## config.mk

```make
export PLATFORM = sky130hd
export DESIGN_NAME = cell_voltage_rx
export DESIGN_NICKNAME = d
export VERILOG_FILES = /design/src/rtl/cell_link_pkg.sv /design/src/rtl/rx_sync2.sv /design/src/rtl/cell_voltage_rx.sv
export SDC_FILE = /design/constraint.sdc
export NUM_CORES = 1
export LEC_CHECK = 0
export BUFFER_PORTS_ARGS = -buffer_cell sky130_fd_sc_hd__clkbuf_2
export CORE_ASPECT_RATIO = 1.1
export CORE_MARGIN = 4
export CORE_UTILIZATION = 40
export CTS_CLUSTER_SIZE = 14
export DETAILED_ROUTE_END_ITERATION = 6
export PLACE_DENSITY_LB_ADDON = 0.2
export SYNTH_ARGS = -nofsm -noshare
export SYNTH_HDL_FRONTEND = slang
export SYNTH_HIERARCHICAL = 1
export SYNTH_SLANG_ARGS = --single-unit
```

## constraint.sdc

```tcl
create_clock -name clk -period 6.1 [get_ports clk]
set_input_delay 0.61 -clock clk [delete_from_list [all_inputs] [get_ports clk]]
set_output_delay 0.61 -clock clk [all_outputs]
set_load 0.005 [all_outputs]
```

## src/rtl/cell_link_pkg.sv

```systemverilog
// Shared constants for the PIC cell-voltage serial link: FSM encodings and timing defaults.
package cell_link_pkg;

  localparam logic [2:0] ST_IDLE      = 3'd0;
  localparam logic [2:0] ST_START     = 3'd1;
  localparam logic [2:0] ST_DATA      = 3'd2;
  localparam logic [2:0] ST_STOP      = 3'd3;
  localparam logic [2:0] ST_WAIT_IDLE = 3'd4;

  // 50 MHz / 9600 baud
  localparam logic [15:0] CLKS_PER_BIT_DEFAULT = 16'd5208;
  // 0.5 s at 50 MHz
  localparam logic [24:0] STALE_CYCLES_DEFAULT = 25'd25_000_000;

  function automatic logic [15:0] half_bit_reload(input logic [15:0] cpb);
    return (cpb >> 1) - 16'd1;
  endfunction

endpackage

```

## src/rtl/rx_sync2.sv

```systemverilog
// Two-flop synchronizer for the asynchronous serial line; resets to the idle (high) level.
module rx_sync2 (
  input  logic clk,
  input  logic rst,
  input  logic d,
  output logic q
);

  logic meta;

  always_ff @(posedge clk) begin
    if (rst) begin
      meta <= 1'b1;
      q    <= 1'b1;
    end else begin
      meta <= d;
      q    <= meta;
    end
  end

endmodule

```

## src/rtl/cell_voltage_rx.sv

```systemverilog
// 8N1 UART receiver for one PIC cell-voltage line with framing-error pulse and stale-link watchdog.
module cell_voltage_rx
  import cell_link_pkg::*;
#(
  parameter logic [15:0] CLKS_PER_BIT = CLKS_PER_BIT_DEFAULT,
  parameter logic [24:0] STALE_CYCLES = STALE_CYCLES_DEFAULT
) (
  input  logic       clk,
  input  logic       rst,
  input  logic       rx_in,
  output logic [7:0] vc_out,
  output logic       vc_valid,
  output logic       frame_err,
  output logic       stale
);

  logic        rx_s;
  logic [2:0]  state;
  logic [15:0] baud_cnt;
  logic [2:0]  bit_idx;
  logic [7:0]  shreg;
  logic [24:0] stale_cnt;
  logic [24:0] stale_cnt_next;
  logic        byte_ok;

  rx_sync2 u_sync (
    .clk (clk),
    .rst (rst),
    .d   (rx_in),
    .q   (rx_s)
  );

  assign byte_ok = (state == ST_STOP) && (baud_cnt == '0) && rx_s;

  always_ff @(posedge clk) begin
    if (rst) begin
      state     <= ST_IDLE;
      baud_cnt  <= '0;
      bit_idx   <= '0;
      shreg     <= '0;
      vc_out    <= '0;
      vc_valid  <= 1'b0;
      frame_err <= 1'b0;
    end else begin
      vc_valid  <= 1'b0;
      frame_err <= 1'b0;
      case (state)
        ST_IDLE: begin
          if (!rx_s) begin
            state    <= ST_START;
            baud_cnt <= half_bit_reload(CLKS_PER_BIT);
          end
        end
        ST_START: begin
          if (baud_cnt == '0) begin
            if (rx_s) begin
              state <= ST_IDLE;
            end else begin
              state    <= ST_DATA;
              baud_cnt <= CLKS_PER_BIT - 16'd1;
              bit_idx  <= '0;
            end
          end else begin
            baud_cnt <= baud_cnt - 16'd1;
          end
        end
        ST_DATA: begin
          if (baud_cnt == '0) begin
            shreg    <= {rx_s, shreg[7:1]};
            baud_cnt <= CLKS_PER_BIT - 16'd1;
            if (bit_idx == 3'd7) begin
              state <= ST_STOP;
            end else begin
              bit_idx <= bit_idx + 3'd1;
            end
          end else begin
            baud_cnt <= baud_cnt - 16'd1;
          end
        end
        ST_STOP: begin
          if (baud_cnt == '0) begin
            baud_cnt <= '0;
            if (rx_s) begin
              vc_out   <= shreg;
              vc_valid <= 1'b1;
              state    <= ST_IDLE;
            end else begin
              frame_err <= 1'b1;
              state     <= ST_WAIT_IDLE;
            end
          end else begin
            baud_cnt <= baud_cnt - 16'd1;
          end
        end
        ST_WAIT_IDLE: begin
          if (rx_s) begin
            state <= ST_IDLE;
          end
        end
        default: begin
          state <= ST_IDLE;
        end
      endcase
    end
  end

  always_comb begin
    stale_cnt_next = stale_cnt;
    if (stale_cnt != STALE_CYCLES) begin
      stale_cnt_next = stale_cnt + 25'd1;
    end
  end

  // stale is sticky: after reset the link counts as silent until the first good byte.
  always_ff @(posedge clk) begin
    if (rst) begin
      stale_cnt <= '0;
      stale     <= 1'b1;
    end else if (byte_ok) begin
      stale_cnt <= '0;
      stale     <= 1'b0;
    end else begin
      stale_cnt <= stale_cnt_next;
      stale     <= stale | (stale_cnt_next == STALE_CYCLES);
    end
  end

endmodule

```

---- Word level (Yosys, flattened, before mapping) ----
Index checks and enable logic that the tools add are counted.
storage, ports and cells
  register bits ........................... 68
  output and inout port bits .............. 11
  logic and storage cells ................. 70
cells by class
  add/sub/neg operators ................... 3
  equality and inequality tests ........... 16
  multiplexer cells ....................... 24
  bitwise logic cells ..................... 3
  reductions and logical operators ........ 13
operators by type and width
  operator                                                                number
  16-bit 2-to-1 mux                                                       5
  16-bit one-hot mux with 4 select lines                                  1
  3-bit 2-to-1 mux                                                        11
  25-bit by 1-bit adder with 25-bit output (second input constant)        1
  25-bit equality test (second input constant)                            1
  25-bit 2-to-1 mux                                                       1
  25-bit != test (second input constant)                                  1
  16-bit zero test                                                        1
  16-bit by 1-bit subtractor with 16-bit output (second input constant)   1
  3-bit one-hot mux with 5 select lines                                   1
  2-bit != test (second input constant)                                   6
  3-bit by 2-bit equality test with 1-bit output (second input constant)  2
  3-bit equality test (second input constant)                             2
  3-bit one-hot mux with 2 select lines                                   1
  3-bit AND reduction                                                     2
  6-bit AND reduction                                                     1
  5-bit AND reduction                                                     1
  2-bit by 1-bit != test with 1-bit output (second input constant)        2
  4-bit nonzero test                                                      1
  3-bit by 1-bit adder with 3-bit output (second input constant)          1
  3-bit by 1-bit equality test with 1-bit output (second input constant)  1
  3-bit zero test                                                         1
  1-bit 2-to-1 mux                                                        3
  3-bit != test (second input constant)                                   1
  other kinds (8)                                                         10

---- Longest topological paths before layout ----
Gate-level depths: netlist of the first run.
  depth in word-level cells ............... 5
  depth in mapped cells ................... 10
  gate-level depth less buffers ........... 8

---- Modules after synthesis ----
Netlist of the first run, hierarchy kept.
by module, submodules not included
  module           times used  cells an instance  area each (µm²)  seq. area each (µm²)
  cell_voltage_rx  1           419                3390.8           1321.3
  rx_sync2         1           4                  52.6             40.0

---- Worst setup path after synthesis of the first run ----
No wires, ideal clock.
  path kind ............................... register to register
  start ................................... register baud_cnt[0]
  end ..................................... register stale_cnt[19]
  setup time .............................. 0.115 ns
  data arrival time ....................... 2.287 ns
  setup slack ............................. 3.698 ns
  cell stages (with the launch flop) ...... 11
  buffers on the path ..................... 2
  cell sequence ........................... dfxtp_1 inv_1 ha_1 or4b_4 nor4_4 nand3_1 or3b_1 buf_4 nand2_4 buf_6 nor2_1
on the way
  word-level cells in the longest chain between the ends .. 4
RTL lines
  element                              line                    source
  start, declared                      cell_voltage_rx.sv:19   logic [15:0] baud_cnt;
  start signal, assigned               cell_voltage_rx.sv:51   baud_cnt <= half_bit_reload(CLKS_PER_BIT);
  start signal, assigned               cell_voltage_rx.sv:60   baud_cnt <= CLKS_PER_BIT - 16'd1;
  start signal, assigned               cell_voltage_rx.sv:64   baud_cnt <= baud_cnt - 16'd1;
  16-bit zero test                     cell_voltage_rx.sv:33   assign byte_ok = (state == ST_STOP) && (baud_cnt == '0) && rx_s;
  1-bit logical AND (2 in series)      cell_voltage_rx.sv:33
  2-bit OR reduction (no source line)  n/a
  end signal, assigned                 cell_voltage_rx.sv:123  stale_cnt <= stale_cnt_next;
  end, declared                        cell_voltage_rx.sv:22   logic [24:0] stale_cnt;
Every way passes these cells.
A chain may end at the register's enable or synchronous reset.

---- Final worst setup path of the first run ----
Ends and elaborated chain as after synthesis.

==> results by group, run 1 <==
Clock network
  • CTS Sinks: 68
  • CTS clk-pin slew, worst paths: 0.08 ns
  • CTS H-tree depth: 3
  • Hold-fix buffers at CTS: 0
  • CTS buffer count: 9
  • CTS tree: done
  • Max Root-Sink Buffers: 2
  • Post-CTS resize count: 0
  • Post-CTS setup buffer count: 0
  • Root buffer cell: clkbuf_8
  • Clock Latency Late Sink: 0.34 ns

Finish
  • Final Util: 44.5%
  • Commonest non-fill, non-tap cell in the layout: dfxtp_1
  • Fin nets: 434
  • Commonest non-fill, non-tap cells in the layout: 68 x dfxtp_1, 59 x nor2_1, 45 x nand2_1, 34 x a21oi_1, 23 x nand3_1
  • # fillers: 891
  • Ant. Diodes: 0
  • Area Growth Syn to Fin: 8.72%
  • Design area: 0.00374 sq mm
  • Layout cells sized above 1: 9.74%

STA
  • Final TNS setup: 0 ns
  • Tcrit/Tclk final: 51.9%
  • Max_slew headroom: 49.2%
  • Max frequency: 0.316 GHz
  • Worst-Margin Slew: 0.756 ns
  • Setup violations, final: 0
  • Max-slew violation count: 0
  • Unrepaired setup endpoints after global routing: false
  • Final Hold Viols: 0
  • Layout Skew: 0.00860 ns
  • Fin Hold WS: 0.407 ns
  • Min cycle time layout: 3.17 ns

Detailed routing
  • # DRC: 0
  • Vias per cell: 5.55
  • WL final: 7500 um
  • WL/cell: 13.8 um
  • DR pass1 iterations: 4
  • Detail Route Antenna Nets: 0
  • Initial DRC count: 99
  • Via count: 3006

Placed design
  • Port Buffers: 13
  • GP Congestion: 0.819
  • Area post-placement: 0.00355 sq mm
  • Post-DP HPWL: 5160 um

Floorplan
  • Starting Density: 41.0%
  • Num rows: 35
  • Die area: 0.0102 sq mm
  • Core area: 0.00841 sq mm
  • Vert. Die Dim: 105 um
  • Io pins: 14
  • Die extent in x: 96.5 um

Worst setup path
  • Delay-heaviest family, CP: simple AND/OR/NAND/NOR gates
  • CP bufs+invs: 1
  • CP Max Fanout: 24
  • Worst EP required: 6.33 ns
  • CP max-delay cell: nor4_4
  • WS Path Type: reg2reg
  • Max stage delay on crit path: 0.65 ns
  • Critical Path Source Type: flip-flop
  • Setup crit end kind: flip-flop
  • Critical Path AT: 3.39 ns
  • Critical path cell sequence: inv_1, ha_1, or4b_4, nor4_4, nand3_1, or3b_1, nand2_4, nor2_1

Power
  • Worst vdd ir: 0.0000955 V
  • Leakage power: 1.25 nW
  • P per Cell Area: 263 mW/mm^2

Flow run
  • Max Cap Violations: 0

Synthesis
  • Cells after Synth: 423
  • Yosys cell types: 61
  • Post-synth ARST share: 0%
  • EDFF count, synth: 0
  • Yosys reg bits: 68
  • Synth Area per Inst: 8.14 sq um
  • Post-synthesis sequential area ratio: 39.5%
  • Post-Syn Area: 0.00344 sq mm
  • Synth Net Count: 431
  • Yosys warns: 6
  • Synth Flop Type: dfxtp_1

Global route
  • Largest net degree at the start of global routing: 38
  • Global-route congestion overflow total: 0
  • First-pass GRT wire length: 13000 um
  • GR Util All Layers: 16.0%
  • Vias in the first global route: 2803
  • Initial antenna violation count: 0

Min path
  • Worst Hold Class: reg2reg

Status
  • Status: complete, no violations
==> worst register-to-register path, stage by stage, from the launching register on <==
cell     delay [ns]
dfxtp_1        0.35
inv_1          0.07
ha_1           0.21
or4b_4         0.54
nor4_4         0.65
nand3_1        0.20
or3b_1         0.61
nand2_4        0.33
nor2_1         0.10
==> layout make-up <==
| type | count | area (sq um) | area share, % |
|---|---|---|---|
| Multi-Input combinational cell | 327 | 1960 | 52.2 |
| Sequential cell | 68 | 1360 | 36.4 |
| Tap cell | 111 | 139 | 3.71 |
| Clock buffer | 10 | 128 | 3.41 |
| Timing Repair Buffer | 14 | 72.6 | 1.94 |
| Clock inverter | 6 | 65.1 | 1.74 |
| Inverter | 6 | 22.5 | 0.602 |
==> sequential cells by signal, indices dropped and copies added (netlist names) <==
| register | cells |
|---|---|
| baud_cnt | 16 |
| bit_idx | 3 |
| frame_err | 1 |
| shreg | 8 |
| stale | 1 |
| stale_cnt | 25 |
| state | 3 |
| u_sync/meta | 1 |
| u_sync/q | 1 |
| vc_out | 8 |
| vc_valid | 1 |
==> synthesized netlist by cell type, drive strengths merged (7+ instances only) <==
cell type  count  area share, %
xor2          12            3.1
xnor2         17            4.3
a21oi         34            4.9
nor3          13            1.9
dfxtp         68             40
nand2         46            5.2
and3           7            1.3
nand3         24            3.6
nor4          10            2.4
o21ai          7            1.0
nand4         10            1.8
clkbuf        16            1.7
nor2          60            6.6
==> per-stage QoR <==
step	total power, mW	cells	worst slack (ns)
after floorplan	0.599	423	3.70
after global placement	0.623	526	3.02
after detailed placement	0.625	526	2.92
after CTS	0.996	542	2.90
after global routing	1.04	542	2.66
final	0.984	542	2.93
==> kinds of logic (layout without fill, tap and decap cells) <==
logic type / after synthesis / in the layout / share of synthesized area [%]
AO/OA/AOI/OAI: 76 / 76 / 13.8
multiplexers: 4 / 4 / 1.20
adder cells (fa/ha/maj): 5 / 5 / 1.82
flip-flops: 68 / 68 / 39.5
buffers and inverters: 28 / 36 / 3.67
AND/OR/NAND/NOR: 213 / 213 / 32.6
XOR/XNOR: 29 / 29 / 7.38
==> power by group <==
part | leakage, nW | switching, mW | internal, mW
Clock | 0.0962 | 0.179 | 0.189
Sequential | 0.550 | 0.0181 | 0.457
Combinational | 0.606 | 0.0853 | 0.0556
Total | 1.25 | 0.283 | 0.701
==> path summary, 6_finish.rpt <==
check                                  from       endpoint  slack [ns]  depth (start not counted)
worst min-delay path            u_sync/meta       u_sync/q        0.41                          1
worst max register to register  baud_cnt[0]  stale_cnt[19]        2.93                          8
worst max-delay path            baud_cnt[0]  stale_cnt[19]        2.93                          8
worst min register to register  u_sync/meta       u_sync/q        0.41                          1
==> per-layer routing <==
metal  track usage, %  routed length (um)  up-vias  part of all wire, %
met4             5.11                 106        0                  1.4
met1             20.3                3520     1422                   47
met2             26.4                3620       47                   48
li1                 -                   -     1526                    -
met5                0                   0        -                    0
met3             3.64                 249       11                  3.3
Power figures use the tool's default switching activity.
==> inputs of run 2 (changes only) <==
--- a/config.mk
+++ b/config.mk
@@ -5,6 +5,7 @@
 export SDC_FILE = /design/constraint.sdc
 export NUM_CORES = 1
 export LEC_CHECK = 0
+export ABC_AREA = 1
 export BUFFER_PORTS_ARGS = -buffer_cell sky130_fd_sc_hd__clkbuf_2
 export CORE_ASPECT_RATIO = 1.1
 export CORE_MARGIN = 4
==> constraint.sdc (replaced) <==
create_clock -name clk -period 2.8 [get_ports clk]
set_input_delay 0.28 -clock clk [delete_from_list [all_inputs] [get_ports clk]]
set_output_delay 0.28 -clock clk [all_outputs]
set_load 0.005 [all_outputs]
==> run 2 against run 1 <==
Against the previous run:
- critical path depth is 6 higher
- non-clock buffer count stayed put
- combinational power grew to 8.2 times the previous value
- register-to-register slack worse by 2.4 ns
- global-route usage is 0.55 points higher
- wire length is 11% higher
==> results by group, run 2 <==
Status
  • Status: complete, no violations

Flow run
  • Max Cap Violations: 0 (unchanged)

Worst setup path
  • Setup crit end kind: flip-flop
  • Critical Path AT: 2.46 ns (-0.93 ns)
  • WS Path Type: reg2reg
  • Critical Path Source Type: flip-flop
  • Delay-heaviest family, CP: simple AND/OR/NAND/NOR gates
  • Cell mode on critical path: nand2_2
  • Worst EP required: 3.03 ns (-3.30 ns)
  • Critical path cell sequence: inv_1, ha_1, nand2_1, nor2_2, nand2_2, nor2_4, nand2_2, nor2_4, nand2_2, nand3_2, inv_1, nand3_1, xor2_1, nor2_1
  • CP bufs+invs: 2 (+1)
  • CP max-delay cell: dfxtp_1
  • CP Max Fanout: 20 (-17%)
  • Max stage delay on crit path: 0.33 ns (-0.32 ns)

Synthesis
  • Cell taking the most area after synthesis: dfxtp_1
  • Yosys cell types: 28 (-54%)
  • Synth Flop Type: dfxtp_1
  • Yosys reg bits: 68 (unchanged)
  • Cells after Synth: 550 (+30%)
  • Synth Net Count: 558 (+29%)
  • Synth Area per Inst: 6.50 sq um (-20%)
  • Post-synthesis sequential area ratio: 38.1% (-1.5 points)
  • EDFF count, synth: 0 (unchanged)
  • Post-synth ARST share: 0% (unchanged)
  • Synth top area share: 38.1% (-1.5 points)
  • Post-synth top cells: 135 x nand2_1, 118 x nor2_1, 68 x dfxtp_1, 68 x inv_1
  • Yosys warns: 6 (unchanged)
  • Cell with the most instances after synthesis: nand2_1
  • Post-Syn Area: 0.00357 sq mm (+3.8%)
  • Area contributors post-synth: dfxtp_1 38%, nand2_1 14%, nor2_1 12%

Detailed routing
  • # DRC: 0 (unchanged)
  • Vias per cell: 4.88 (-12%)
  • WL final: 8330 um (+11%)
  • Via count: 3336 (+11%)
  • DR pass1 iterations: 4 (unchanged)
  • WL/cell: 12.2 um (-12%)
  • Initial DRC count: 121 (+22%)
  • Detail Route Antenna Nets: 0 (unchanged)

Power
  • Leakage power: 1.57 nW (+26%)
  • Comb power frac: 35.9% (+22 points)
  • Sequential fraction of design power: 37.4% (-11 points)
  • Internal Pwr Total: 1.90 mW (+170%)
  • Clk pwr share: 26.7% (-11 points)
  • P_sw: 1.31 mW (+360%)
  • P per Cell Area: 814 mW/mm^2 (+210%)
  • Worst vdd ir: 0.000542 V (+470%)
  • Total power draw: 3.21 mW (+230%)
  • Switching share of power: 40.7% (+12 points)

STA
  • Max_slew headroom: 68.5% (+19 points)
  • Max-slew violation count: 0 (unchanged)
  • Worst-Margin Slew: 0.472 ns (-0.285 ns)
  • Final TNS setup: 0 ns (unchanged)
  • Min cycle time layout: 2.24 ns (-0.932 ns)
  • Tcrit/Tclk final: 79.9% (+28 points)
  • Max frequency: 0.447 GHz (+42%)
  • Unrepaired setup endpoints after global routing: false
  • Final Hold Viols: 0 (unchanged)
  • Layout Skew: 0.0181 ns (+0.00954 ns)
  • Setup violations, final: 0 (unchanged)

Finish
  • Layout cells sized above 1: 8.04% (-1.7 points)
  • Commonest non-fill, non-tap cells in the layout: 135 x nand2_1, 118 x nor2_1, 68 x inv_1, 68 x dfxtp_1
  • Area Growth Syn to Fin: 10.2%
  • Largest regs: stale_cnt (25), baud_cnt (16)
  • Ant. Diodes: 0 (unchanged)
  • # fillers: 909 (+2.0%)
  • Final Util: 46.1% (+1.6 points)
  • Most flops, register: stale_cnt
  • Fin nets: 575 (+32%)
  • Non-filler cells, final: 683 (+26%)
  • Commonest non-fill, non-tap cell in the layout: nand2_1
  • Design area: 0.00394 sq mm (+5.2%)
  • Max reg flops: 25 (unchanged)

Placed design
  • Port Buffers: 13 (unchanged)
  • Post-DP HPWL: 6290 um (+22%)
  • Placed Cells: 667 (+27%)
  • Area post-placement: 0.00373 sq mm (+5.2%)
  • GP Congestion: 0.910 (+11%)

Clock network
  • CTS clk-pin slew, worst paths: 0.08 ns (about the same)
  • CTS tree: done
  • CTS buffer count: 9 (unchanged)
  • CTS Sinks: 68 (unchanged)
  • CTS H-tree depth: 3 (unchanged)
  • Max Root-Sink Buffers: 2 (unchanged)
  • Hold-fix buffers at CTS: 0 (unchanged)
  • Post-CTS resize count: 0 (unchanged)
  • Root buffer cell: clkbuf_8
  • Post-CTS setup buffer count: 0 (unchanged)
  • Clock Latency Late Sink: 0.36 ns (+0.02 ns)

Global route
  • First-pass GRT wire length: 14300 um (+9.4%)
  • GR Util met1: 19.4% (-0.89 points)
  • GR Util met2: 29.6% (+3.2 points)
  • GR Util All Layers: 16.5% (+0.55 points)
  • Global routing's busiest layer: met2
  • Initial antenna violation count: 0 (unchanged)
  • Largest net degree at the start of global routing: 21 (-45%)
  • Met3 usage: 3.19% (-0.45 points)
  • Global-route congestion overflow total: 0 (unchanged)
  • Vias in the first global route: 3183 (+14%)

Floorplan
  • Starting Density: 41.9% (+0.91 points)
  • Vert. Die Dim: 107 um (+1.7%)
  • Die area: 0.0105 sq mm (+3.5%)
  • Num rows: 35 (unchanged)
  • Die extent in x: 98.1 um (+1.7%)
  • Core area: 0.00854 sq mm (+1.6%)
  • Io pins: 14 (unchanged)

Min path
  • Worst Hold Class: in2reg
-- run 2: layer usage --
layer / part of all wire (%) / wire length, um
met1: 44 / 3700
met2: 50 / 4180
met3: 3.4 / 284
met4: 2.0 / 170
met5: 0 / 0
-- run 2: cell families (layout without fill, tap and decap cells) --
kind of cell	after synthesis	in the layout	synth area share, %
buffers and inverters	77	99	8.68
adders and majority gates	5	5	1.75
xor gates and xnor gates	22	22	5.39
DFF	68	68	38.1
and+or+nand+nor	316	316	37.1
AOI/OAI and AO/OA	62	62	9.03
-- run 2: final timing paths --
kind              depth (start not counted)  slack (ns)   startpoint           end
setup / recovery                         14        0.56  baud_cnt[0]  baud_cnt[15]
hold / removal                            3        0.11        rx_in   u_sync/meta
setup reg to reg                         14        0.56  baud_cnt[0]  baud_cnt[15]
hold reg to reg                           2        0.41  u_sync/meta      u_sync/q
-- run 2: stage by stage --
stage	setup WS, ns	hold WS [ns]
final	0.564	0.105
after global routing	0.263	0.113
after CTS	0.549	0.0941
after detailed placement	0.568	0.395
after global placement	0.602	0.384
after floorplan	1.02	0.372
-- run 2: area by class of cell --
cell class / count / area, sq um / area share, %
inverter: 69 / 259 / 6.57
multi-input combinational: 405 / 1900 / 48.3
clock inverter: 7 / 81.3 / 2.06
tap: 111 / 139 / 3.52
sequential: 68 / 1360 / 34.6
clock buffer: 9 / 124 / 3.14
timing repair buffer: 14 / 72.6 / 1.84
-- run 2: worst register-to-register path, delay by kind of cell, from the launching register on --
| family | cells | cell delay (ns) |
|---|---|---|
| adder cells (fa/ha/maj) | 1 | 0.20 |
| AND/OR/NAND/NOR | 10 | 1.20 |
| XOR/XNOR | 1 | 0.15 |
| buffers and inverters | 2 | 0.23 |
| flip-flops | 1 | 0.33 |
-- run 2: power groups by stage --
stage,combinational (mW),clock [mW],sequential (mW)
6_report,1.15,0.857,1.20
5_1_grt,1.32,0.911,1.22
2_1_floorplan,0.992,0,1.19
3_3_place_gp,1.13,0,1.22
4_1_cts,1.15,0.880,1.20
3_5_place_dp,1.14,0,1.22
